--- src/rtl/priority_arbiter_n.sv ---
// ----------------------------------------------------------------------------
// priority_arbiter_n
//
// Registered N-way request arbiter. It samples N level request lines and
// selects one winner. The winner's binary index and one-hot grant are
// presented on a valid/ready output and held stable until the consumer
// accepts them. IDLE is always visited between grants, so the arbiter issues
// at most one grant every two cycles.
//
// Parameters:
//   N      number of request inputs (1..64)
//   IDX_W  index width, max(1, $clog2(N)); the parent must pass a value
//          consistent with N
//
// Ports:
//   clk         rising-edge clock
//   rst_n       synchronous active-low reset
//   req         level request lines; bit i = requester i
//   out_ready   consumer accepts the current grant
//   out_valid   grant present on out_idx/out_onehot
//   out_idx     binary index of the granted requester
//   out_onehot  one-hot form of out_idx; all-zero while out_valid=0
//   gnt_ack     one-cycle one-hot pulse in the cycle after acceptance
//   busy        high while a grant is outstanding
//
// Configuration:
//   PRIO_ARB_RR_EN  When defined, selection is round-robin: rr_ptr marks the
//                   highest-priority slot, and the search descends from it with
//                   wrap-around. When undefined, selection is fixed priority:
//                   the highest set index wins, and no pointer register is
//                   built. The ports are identical in both builds.
// ----------------------------------------------------------------------------
module priority_arbiter_n #(
    parameter int unsigned N     = 4,
    parameter int unsigned IDX_W = (N > 1) ? $clog2(N) : 1
) (
    input  logic             clk,
    input  logic             rst_n,
    input  logic [N-1:0]     req,
    input  logic             out_ready,
    output logic             out_valid,
    output logic [IDX_W-1:0] out_idx,
    output logic [N-1:0]     out_onehot,
    output logic [N-1:0]     gnt_ack,
    output logic             busy
);

    typedef enum logic [0:0] {StIdle, StGrant} state_e;

    state_e           state_q;
    logic             out_valid_q;
    logic [IDX_W-1:0] out_idx_q;
    logic [N-1:0]     out_onehot_q;
    logic [N-1:0]     gnt_ack_q;
    logic             busy_q;

    // Combinational winner for the current request vector.
    logic [IDX_W-1:0] win_idx;
    logic [N-1:0]     win_oh;

`ifdef PRIO_ARB_RR_EN
    logic [IDX_W-1:0] rr_ptr_q;
    logic [IDX_W-1:0] rr_ptr_d;

    // Search order is rr_ptr, rr_ptr-1, ..., 0, N-1, ... The loop walks from
    // the farthest slot to the nearest one, so the slot closest to rr_ptr
    // is assigned last and wins.
    always_comb begin
        int unsigned ptr;
        int unsigned dist;
        int unsigned slot;
        logic [N-1:0] sh;
        win_idx = '0;
        win_oh  = '0;
        ptr     = 32'(rr_ptr_q);
        dist    = 0;
        slot    = 0;
        sh      = '0;
        for (int unsigned k = N; k > 0; k--) begin
            dist = k - 1;
            // ptr < N always holds, so this wrap never yields slot >= N.
            slot = (ptr >= dist) ? (ptr - dist) : (ptr + N - dist);
            sh   = req >> slot;
            if (sh[0]) begin
                win_idx = IDX_W'(slot);
                win_oh  = N'(1) << slot;
            end
        end
    end

    // After an acceptance, the slot just below the winner becomes the top
    // slot. This makes the last winner the lowest-priority slot.
    always_comb begin
        rr_ptr_d = rr_ptr_q;
        if (state_q == StGrant && out_ready) begin
            rr_ptr_d = (out_idx_q == '0) ? IDX_W'(N - 1) : out_idx_q - IDX_W'(1);
        end
    end

    always_ff @(posedge clk) begin
        if (!rst_n) begin
            rr_ptr_q <= '0;
        end else begin
            rr_ptr_q <= rr_ptr_d;
        end
    end
`else
    // Fixed priority: ascending scan, so the highest set index is assigned
    // last and wins.
    always_comb begin
        logic [N-1:0] sh;
        win_idx = '0;
        win_oh  = '0;
        sh      = '0;
        for (int unsigned i = 0; i < N; i++) begin
            sh = req >> i;
            if (sh[0]) begin
                win_idx = IDX_W'(i);
                win_oh  = N'(1) << i;
            end
        end
    end
`endif

    // Control FSM. All outputs are registered here.
    always_ff @(posedge clk) begin
        if (!rst_n) begin
            state_q      <= StIdle;
            out_valid_q  <= 1'b0;
            out_idx_q    <= '0;
            out_onehot_q <= '0;
            gnt_ack_q    <= '0;
            busy_q       <= 1'b0;
        end else begin
            gnt_ack_q <= '0;
            case (state_q)
                StIdle: begin
                    if (|req) begin
                        state_q      <= StGrant;
                        out_valid_q  <= 1'b1;
                        out_idx_q    <= win_idx;
                        out_onehot_q <= win_oh;
                        busy_q       <= 1'b1;
                    end
                end
                StGrant: begin
                    // The grant is frozen here; req is not looked at until
                    // the handshake completes.
                    if (out_ready) begin
                        state_q      <= StIdle;
                        out_valid_q  <= 1'b0;
                        out_onehot_q <= '0;
                        busy_q       <= 1'b0;
                        gnt_ack_q    <= out_onehot_q;
                    end
                end
                default: begin
                    state_q      <= StIdle;
                    out_valid_q  <= 1'b0;
                    out_onehot_q <= '0;
                    busy_q       <= 1'b0;
                end
            endcase
        end
    end

    assign out_valid  = out_valid_q;
    assign out_idx    = out_idx_q;
    assign out_onehot = out_onehot_q;
    assign gnt_ack    = gnt_ack_q;
    assign busy       = busy_q;

endmodule

--- config.mk ---
export PLATFORM = sky130hd
export DESIGN_NAME = priority_arbiter_n
export DESIGN_NICKNAME = d
export VERILOG_FILES = /design/src/rtl/priority_arbiter_n.sv
export SDC_FILE = /design/constraint.sdc
export NUM_CORES = 1
export LEC_CHECK = 0
export CAP_MARGIN = 20
export CORE_MARGIN = 2
export CORE_UTILIZATION = 36
export CTS_CLUSTER_DIAMETER = 200
export DETAILED_ROUTE_END_ITERATION = 6
export PLACE_DENSITY_LB_ADDON = 0.3
export SLEW_MARGIN = 20
export SYNTH_ARGS = -nofsm -noshare
export SYNTH_HDL_FRONTEND = slang
export SYNTH_SLANG_ARGS = --single-unit
--- constraint.sdc ---
create_clock -name clk -period 1.03 [get_ports clk]
set_clock_uncertainty 0.1 [all_clocks]
set_input_delay 0.206 -clock clk [delete_from_list [all_inputs] [get_ports clk]]
set_output_delay 0.206 -clock clk [all_outputs]
set_load 0.005 [all_outputs]
# Word level (Yosys, flattened, before mapping)
# Cells that the tools add are included.
[word_totals]
output_inout_bits = 12
wordCells = 28
reg_bits = 12
[op_classes]
n_mux = 16
n_reduce_logical = 4
n_eq_ne = 2
bitwise = 1
[ops]
columns = ["operator", "n"]
rows = [
  ["$mux W4", 3],
  ["$pmux W4 S2", 1],
  ["$mux W1", 6],
  ["$mux W2", 3],
  ["$ne A2 B2 Y1 const B", 2],
  ["$pmux W1 S2", 2],
  ["$reduce_and A2 Y1", 2],
  ["$reduce_or A4 Y1", 1],
  ["$mux W3", 1],
  ["$reduce_and A3 Y1", 1],
  ["$not A1 Y1", 1],
]

# Depth between registers and ports, before layout
# Gate-level depths: netlist of the first run.
[depth]
word_depth = 6
depth_mapped = 4
depth_no_buf = 3

# Worst setup path after synthesis of the first run
# Ideal clock, no wire load.
[synth_timing]
path_kind = "register -> register"
startpoint = "register state_q"
endpoint = "register busy_q (netlist: busy)"
arrival_ns = 0.853
t_required_ns = 0.815
path_stages_with_launch = 5
setup_time_ns = 0.115
setup_slack_ns = -0.038
n_path_buf = 1
path_cell_list = "dfxtp_1 buf_4 nand2_1 and2_0 o21a_1"
[synth_via]
elab_chain_cells = 3
elab_cells_between_ends = 5
[synth_lines]
columns = ["element", "line_no", "text"]
rows = [
  ["from (decl)", "50", "state_e state_q;"],
  ["from (signal assigned)", "128", "state_q <= StIdle;"],
  ["from (signal assigned)", "139", "state_q <= StGrant;"],
  ["from (signal assigned)", "150", "state_q <= StIdle;"],
  ["$not A1 Y1", "n/a", ""],
  ["$ne A2 B2 Y1 (no line)", "n/a", ""],
  ["$reduce_and A2 Y1 (no line)", "n/a", ""],
  ["to (signal assigned)", "133", "busy_q <= 1'b0;"],
  ["to (signal assigned)", "143", "busy_q <= 1'b1;"],
  ["to (signal assigned)", "153", "busy_q <= 1'b0;"],
  ["to (decl)", "55", "logic busy_q;"],
]
# Parallel ways exist; a longest one is shown, timed or not.
# A chain may end at the register's enable or synchronous reset.

# Worst setup path in the final report of the first run
# Same ends and word-level chain as after synthesis.

==> flow_summary.toml, run 1 <==
[timing]
fin_crit_ns = 1.043
final_hold_viol_count = 0
worst_pin_slew_ns = 0.2964
drv_slew = 0
finalSetupViolations = 1
tns_ns = -0.01311
setup_ws_ns = -0.01311
relSlewSlack_pct = 80.09
rsz0062_at_grt = "true"
fmax_ghz = 0.9587
holdWs_ns = 0.2213
fin_crit_sh_pct = 101.3

[synth]
yosysTopAreaCellShare_pct = 48.73
avgSynthCellArea_um2 = 9.301
synth_enable_flop_cells = 0
ys_top_cells_by_area = "dfxtp_1, and2_1, o21a_1, nor4_4, a21oi_1"
async_reset_ff_share_pct = 0
synth_cell_types = 23
synth.most_common_cell = "dfxtp_1"
synth_area_leader_cell = "dfxtp_1"
synth_cells = 53
synth_seq_area_share_pct = 48.73
syn-num-nets = 60
synth_ff_type = "dfxtp_1"
synth_seq_cells = 12
syn_area_um2 = 493.0
yosys-top-cells-count = "dfxtp_1, and2_1, nand2_1, nor2_1"
yosysWarnings = 0

[setup_path]
path_delay_family = "flip-flops"
cp.buffers_inverters = 1
required_ns = 1.10
slowest_delay_ns = 0.40
cp.arrival_ns = 1.11
critPathKind = "reg -> reg"
crit_path_cell_trace = "buf_6 -> nand2_2 -> and2_0 -> o21a_1"
rr_startpoint = "state_q"
cpMaxStageDelayCell = "dfxtp_4"
reg2regPathDepth = 4
path_max_fanout = 6
r2r-end = "busy"
end_kind = "flip-flop"
startpoint_type = "flip-flop"
reg2reg_slack_ns = -0.01

[global_route]
grt.total_usage_pct = 15.77
grt_pass1_vias = 395
grt_pass1_wl_um = 1656
antenna_found_initial = 0
grt_max_degree = 8
overflow = 0

[cts]
htreeDepth = 1
clockRootBuffer = "clkbuf_4"
cts.sinks = 12
cts_hold_buf = 0
numCtsBuffers = 3
cts_tree = "yes"
clk_pin_slew_ns = 0.07
clock_path_buffers = 2
clock_latency_ns = 0.27

[power_and_ir_drop]
ir_worst_vdd_v = 0.0007369
power-per-cell-area_mw_per_mm2 = 1342
swShare_pct = 23.23
internal_power_mw = 0.7951
finalPower_mw = 1.036
power_frac_seq_pct = 48.7
power.leakage_nw = 0.3697
p_switching_mw = 0.2406
p_clk_share_pct = 35.8
p_comb_share_pct = 15.5

[routing]
wl_per_cell_um = 10.61
num_vias = 484
drt_iter0_drc = 8
dr.pass1.iters = 4
ant_nets = 0
drc = 0
totalWireLength_um = 1029
via_per_inst = 4.990

[layout]
nets = 90
fillCellCount = 119
fin_cells = 97
layout-area-overhead-vs-synth_pct = 56.60
multi_input_area_um2 = 246.5
layout-drive-gt1-share_pct = 48.78
regArea_um2 = 252.7
finish.utilization_pct = 60.08
fin_area_um2 = 772.0
antenna_cells = 0

[floorplanning]
coreArea_mm2 = 0.001285
rows = 13
fp.dieW_um = 41.01
ioPinCount = 19
start_util_pct = 38.36
fp.dieArea_mm2 = 0.001681
fp.dieH_um = 41.01

[hold_path]
min-delay-start = "req[2]"
worstHoldEndpoint = "out_onehot[0]"
hold_path_class = "in -> reg"
whs_path_depth = 4

[outcome]
status = "finished, violations left"
violations = "negative setup slack"

[placement]
globalplace.congestion = 0.8614
dp_hpwl_um = 766.1
place_area_um2 = 733.2
io_buffers = 18
pre_cts_slack_ns = -0.4995
dpl.cell_count = 91

[flow_run]
drv_cap = 0
-- area by class of cell --
type                            count  area share (%)
Clock buffer                        4           4.700
Inverter                            1          0.4862
Multi-Input combinational cell     37           31.93
Sequential cell                    12           32.74
Tap cell                           15           2.431
Timing Repair Buffer               28           27.71
-- routing by layer --
metal	track usage (%)	share of wire, %
met1	17.43	40
met5	0	0
met2	25.78	50
met4	10.00	1.2
met3	4.891	8.5
-- what timing repair did --
| action | in CTS | in global routing |
|---|---|---|
| pin swaps | 2 | 8 |
| resized for setup | 61 | 15 |
| setup endpoints to repair | 20 | 20 |
| setup buffers | 2 | 0 |
-- flip-flops by register name, summed over array words and instances, names as in the netlist --
| register | count |
|---|---|
| out_idx | 2 |
| busy | 1 |
| state_q | 1 |
| out_onehot | 4 |
| gnt_ack | 4 |
-- worst max-delay path by stage --
stage | startpoint | end | slack [ns] | depth (start not counted)
2_1_floorplan | state_q | out_onehot[2] | 0.005 | 4
3_3_place_gp | req[3] | out_onehot[2] | -0.48 | 4
3_5_place_dp | req[3] | out_onehot[2] | -0.50 | 4
4_1_cts | state_q | out_onehot[2] | -0.10 | 3
5_1_grt | state_q | out_onehot[0] | -0.08 | 3
6_report | state_q | busy | -0.01 | 4
-- worst register-to-register path: stages, from the launching register on --
cell and delay, ns:
dfxtp_4 0.40, buf_6 0.11, nand2_2 0.04, and2_0 0.13
o21a_1 0.16
-- power groups by stage --
stage | clock (mW) | sequential, mW | combinational, mW
final | 0.371 | 0.504 | 0.160
after CTS | 0.382 | 0.501 | 0.146
after global placement | 0 | 0.513 | 0.155
after detailed placement | 0 | 0.513 | 0.156
after floorplan | 0 | 0.510 | 0.0664
after global routing | 0.405 | 0.507 | 0.174
-- cell families (layout without fill, tap and decap cells) --
family | count (synthesis) | in the layout | synth area share, %
AND/OR/NAND/NOR | 23 | 23 | 27.66
AO/OA/AOI/OAI | 14 | 14 | 18.78
buffers and inverters | 4 | 33 | 4.820
flip-flops | 12 | 12 | 48.73
-- layout by cell type (no fill, tap or decap), drive strengths merged, types with 2 or more instances in the layout --
| master | instances |
|---|---|
| o21a | 3 |
| nor2b | 2 |
| dfxtp | 12 |
| o21ai | 3 |
| dlygate4sd2 | 2 |
| buf | 22 |
| clkbuf | 5 |
| a21oi | 3 |
| nor2 | 4 |
| nand2 | 4 |
| nor3 | 2 |
| and2 | 5 |
| nand3 | 2 |
| a21boi | 2 |
Power figures use the tool's default switching activity.
==> run 2, diff against run 1 <==
--- a/config.mk
+++ b/config.mk
@@ -6,10 +6,11 @@
 export NUM_CORES = 1
 export LEC_CHECK = 0
 export CAP_MARGIN = 20
-export CORE_MARGIN = 2
-export CORE_UTILIZATION = 36
+export CORE_AREA = 2 2 39 41
 export CTS_CLUSTER_DIAMETER = 200
+export CTS_CLUSTER_SIZE = 28
 export DETAILED_ROUTE_END_ITERATION = 6
+export DIE_AREA = 0 0 41 43
 export PLACE_DENSITY_LB_ADDON = 0.3
 export SLEW_MARGIN = 20
 export SYNTH_ARGS = -nofsm -noshare
==> constraint.sdc (replaced) <==
create_clock -name clk -period 1.07 [get_ports clk]
set_clock_uncertainty 0.1 [all_clocks]
set_input_delay 0.214 -clock clk [delete_from_list [all_inputs] [get_ports clk]]
set_output_delay 0.214 -clock clk [all_outputs]
set_load 0.005 [all_outputs]
==> run 2 against run 1 <==
  * Largest power group unchanged
  * Final cell count increased by 1.0%
  * The flow now finishes without violations
  * Critical endpoint unchanged
  * Count of clock-buffer cells in the layout stayed put
  * Clock power down 2%
  * Utilization decreased by 5.0 points
  * Total power shrank 3.6%
  * Fmax shrank 2.0%
  * Sequential share of layout area rose by 0.43 points
  * Setup slack gained 0.019 ns
  * First-iteration DRC count down 63%
  * Die area grew 4.9%
==> flow_summary.toml, run 2 (synthesis results as in run 1) <==
[layout]
nets = 90
finish.utilization_pct = 55.06
final_cell_mix = "buf_2, buf_4, dfxtp_2, dlygate4sd2_1"
final_common_cell = "buf_2"
antenna_cells = 0
layout-area-overhead-vs-synth_pct = 54.57
fillCellCount = 145
fin_cells = 98
layout-drive-gt1-share_pct = 50.00

[global_route]
grt_pass1_vias = 465
grt_max_degree = 9
grt_util_met1_pct = 18.30
antenna_found_initial = 0
met3_usage_pct = 3.141
grt_use_met2_pct = 24.38
overflow = 0
busiest_layer = "met2"
grt_pass1_wl_um = 1835
grt.total_usage_pct = 15.64

[timing]
finalSetupViolations = 0
tns_ns = 0
relSlewSlack_pct = 80.21
drv_slew = 0
fin_crit_sh_pct = 99.47
final_hold_viol_count = 0
setup_ws_ns = 0.005655
fmax_ghz = 0.9395
rsz0062_at_grt = "true"
fin_crit_ns = 1.064
worst_pin_slew_ns = 0.2947

[placement]
globalplace.congestion = 0.8348
dp_hpwl_um = 790.2
dpl.cell_count = 93
io_buffers = 18
pre_cts_slack_ns = -0.4351

[cts]
cts_tree = "yes"
clk_pin_slew_ns = 0.08
clockRootBuffer = "clkbuf_4"
htreeDepth = 1
numCtsBuffers = 3
cts.sinks = 12
clock_path_buffers = 2
clock_latency_ns = 0.27

[power_and_ir_drop]
p_clk_share_pct = 36.5
swShare_pct = 23.98
p_comb_share_pct = 15.0
power.leakage_nw = 0.3606
p_switching_mw = 0.2395
power-per-cell-area_mw_per_mm2 = 1311
internal_power_mw = 0.7592
finalPower_mw = 0.9987
ir_worst_vdd_v = 0.0005809
power_frac_seq_pct = 48.5

[routing]
dr.pass1.iters = 4
ant_nets = 0
drt_iter0_drc = 3
totalWireLength_um = 1053
num_vias = 480
drc = 0
wl_per_cell_um = 10.74
via_per_inst = 4.898

[floorplanning]
rows = 14
coreArea_mm2 = 0.001384
start_util_pct = 35.62
fp.dieW_um = 41
fp.dieH_um = 43
fp.dieArea_mm2 = 0.001763
ioPinCount = 19

[setup_path]
required_ns = 1.14
cpMaxStageDelayCell = "dfxtp_4"
reg2regPathDepth = 4
path_max_fanout = 6
rr_startpoint = "state_q"
crit_path_cell_trace = "buf_6 -> nand2_2 -> and2_0 -> o21a_1"
path_delay_family = "flip-flops"
slowest_delay_ns = 0.40
r2r-end = "busy"
critPathKind = "reg -> reg"
cp.buffers_inverters = 1
cp.arrival_ns = 1.14
reg2reg_slack_ns = 0.006
startpoint_type = "flip-flop"
end_kind = "flip-flop"

[hold_path]
hold_path_class = "in -> reg"
worstHoldEndpoint = "out_onehot[1]"
min-delay-start = "req[0]"
whs_path_depth = 4

[outcome]
status = "finished clean"

[flow_run]
drv_cap = 0
run 2: changes by cell type in the layout (fill, tap and decap cells not counted), sizes merged:
cell	before	now
clkdlybuf4s15	1	0
clkbuf	5	4
dlymetal6s2s	1	0
dlygate4sd2	2	5
run 2: worst max path at each step:
stage,start,to,slack [ns],depth (start not counted)
4_1_cts,state_q,out_onehot[2],-0.06,3
6_report,state_q,busy,0.006,4
2_1_floorplan,state_q,busy,0.002,4
3_3_place_gp,req[3],out_onehot[2],-0.40,4
5_1_grt,state_q,out_onehot[0],-0.03,3
3_5_place_dp,req[3],out_onehot[2],-0.44,4
run 2: through the flow:
stage | hold slack [ns] | cell area, um^2
6_report | 0.3656 | 762.0
3_5_place_dp | 0.3963 | 740.7
3_3_place_gp | 0.3912 | 740.7
5_1_grt | 0.4100 | 762.0
2_1_floorplan | 0.2441 | 493.0
4_1_cts | 0.3804 | 740.7
run 2: power by group through the flow:
stage	clock network (mW)	registers, mW	logic (mW)
floorplan	0	0.490	0.0621
global placement	0	0.493	0.156
detailed placement	0	0.493	0.156
CTS	0.367	0.483	0.142
global route	0.404	0.488	0.163
finish	0.365	0.484	0.150
run 2: cell type report:
| class | instances | area [um^2] | share of cell area (%) |
|---|---|---|---|
| Sequential cell | 12 | 252.7 | 33.17 |
| Clock buffer | 4 | 36.28 | 4.762 |
| Multi-Input combinational cell | 37 | 250.2 | 32.84 |
| Inverter | 1 | 3.754 | 0.4926 |
| Timing Repair Buffer | 28 | 198.9 | 26.11 |
| Tap cell | 16 | 20.02 | 2.627 |
run 2: repair_timing:
item	in CTS	in global routing
hold buffers	0	0
setup buffers	1	0
setup endpoints to repair	24	10
resized for setup	66	8
pin swaps	2	2
run 2: routing by layer:
metal / share of wire [%] / vias to the layer above
met5: 0 / -
met1: 43 / 216
li1: - / 240
met3: 6.6 / 5
met2: 47 / 19
met4: 2.8 / 0
run 2: tightest hold or removal path, cell delays in order:
cell and delay [ns]:
dlygate4sd2_1 0.26, nor2b_1 0.06, o21ai_1 0.11, a21boi_1 0.06
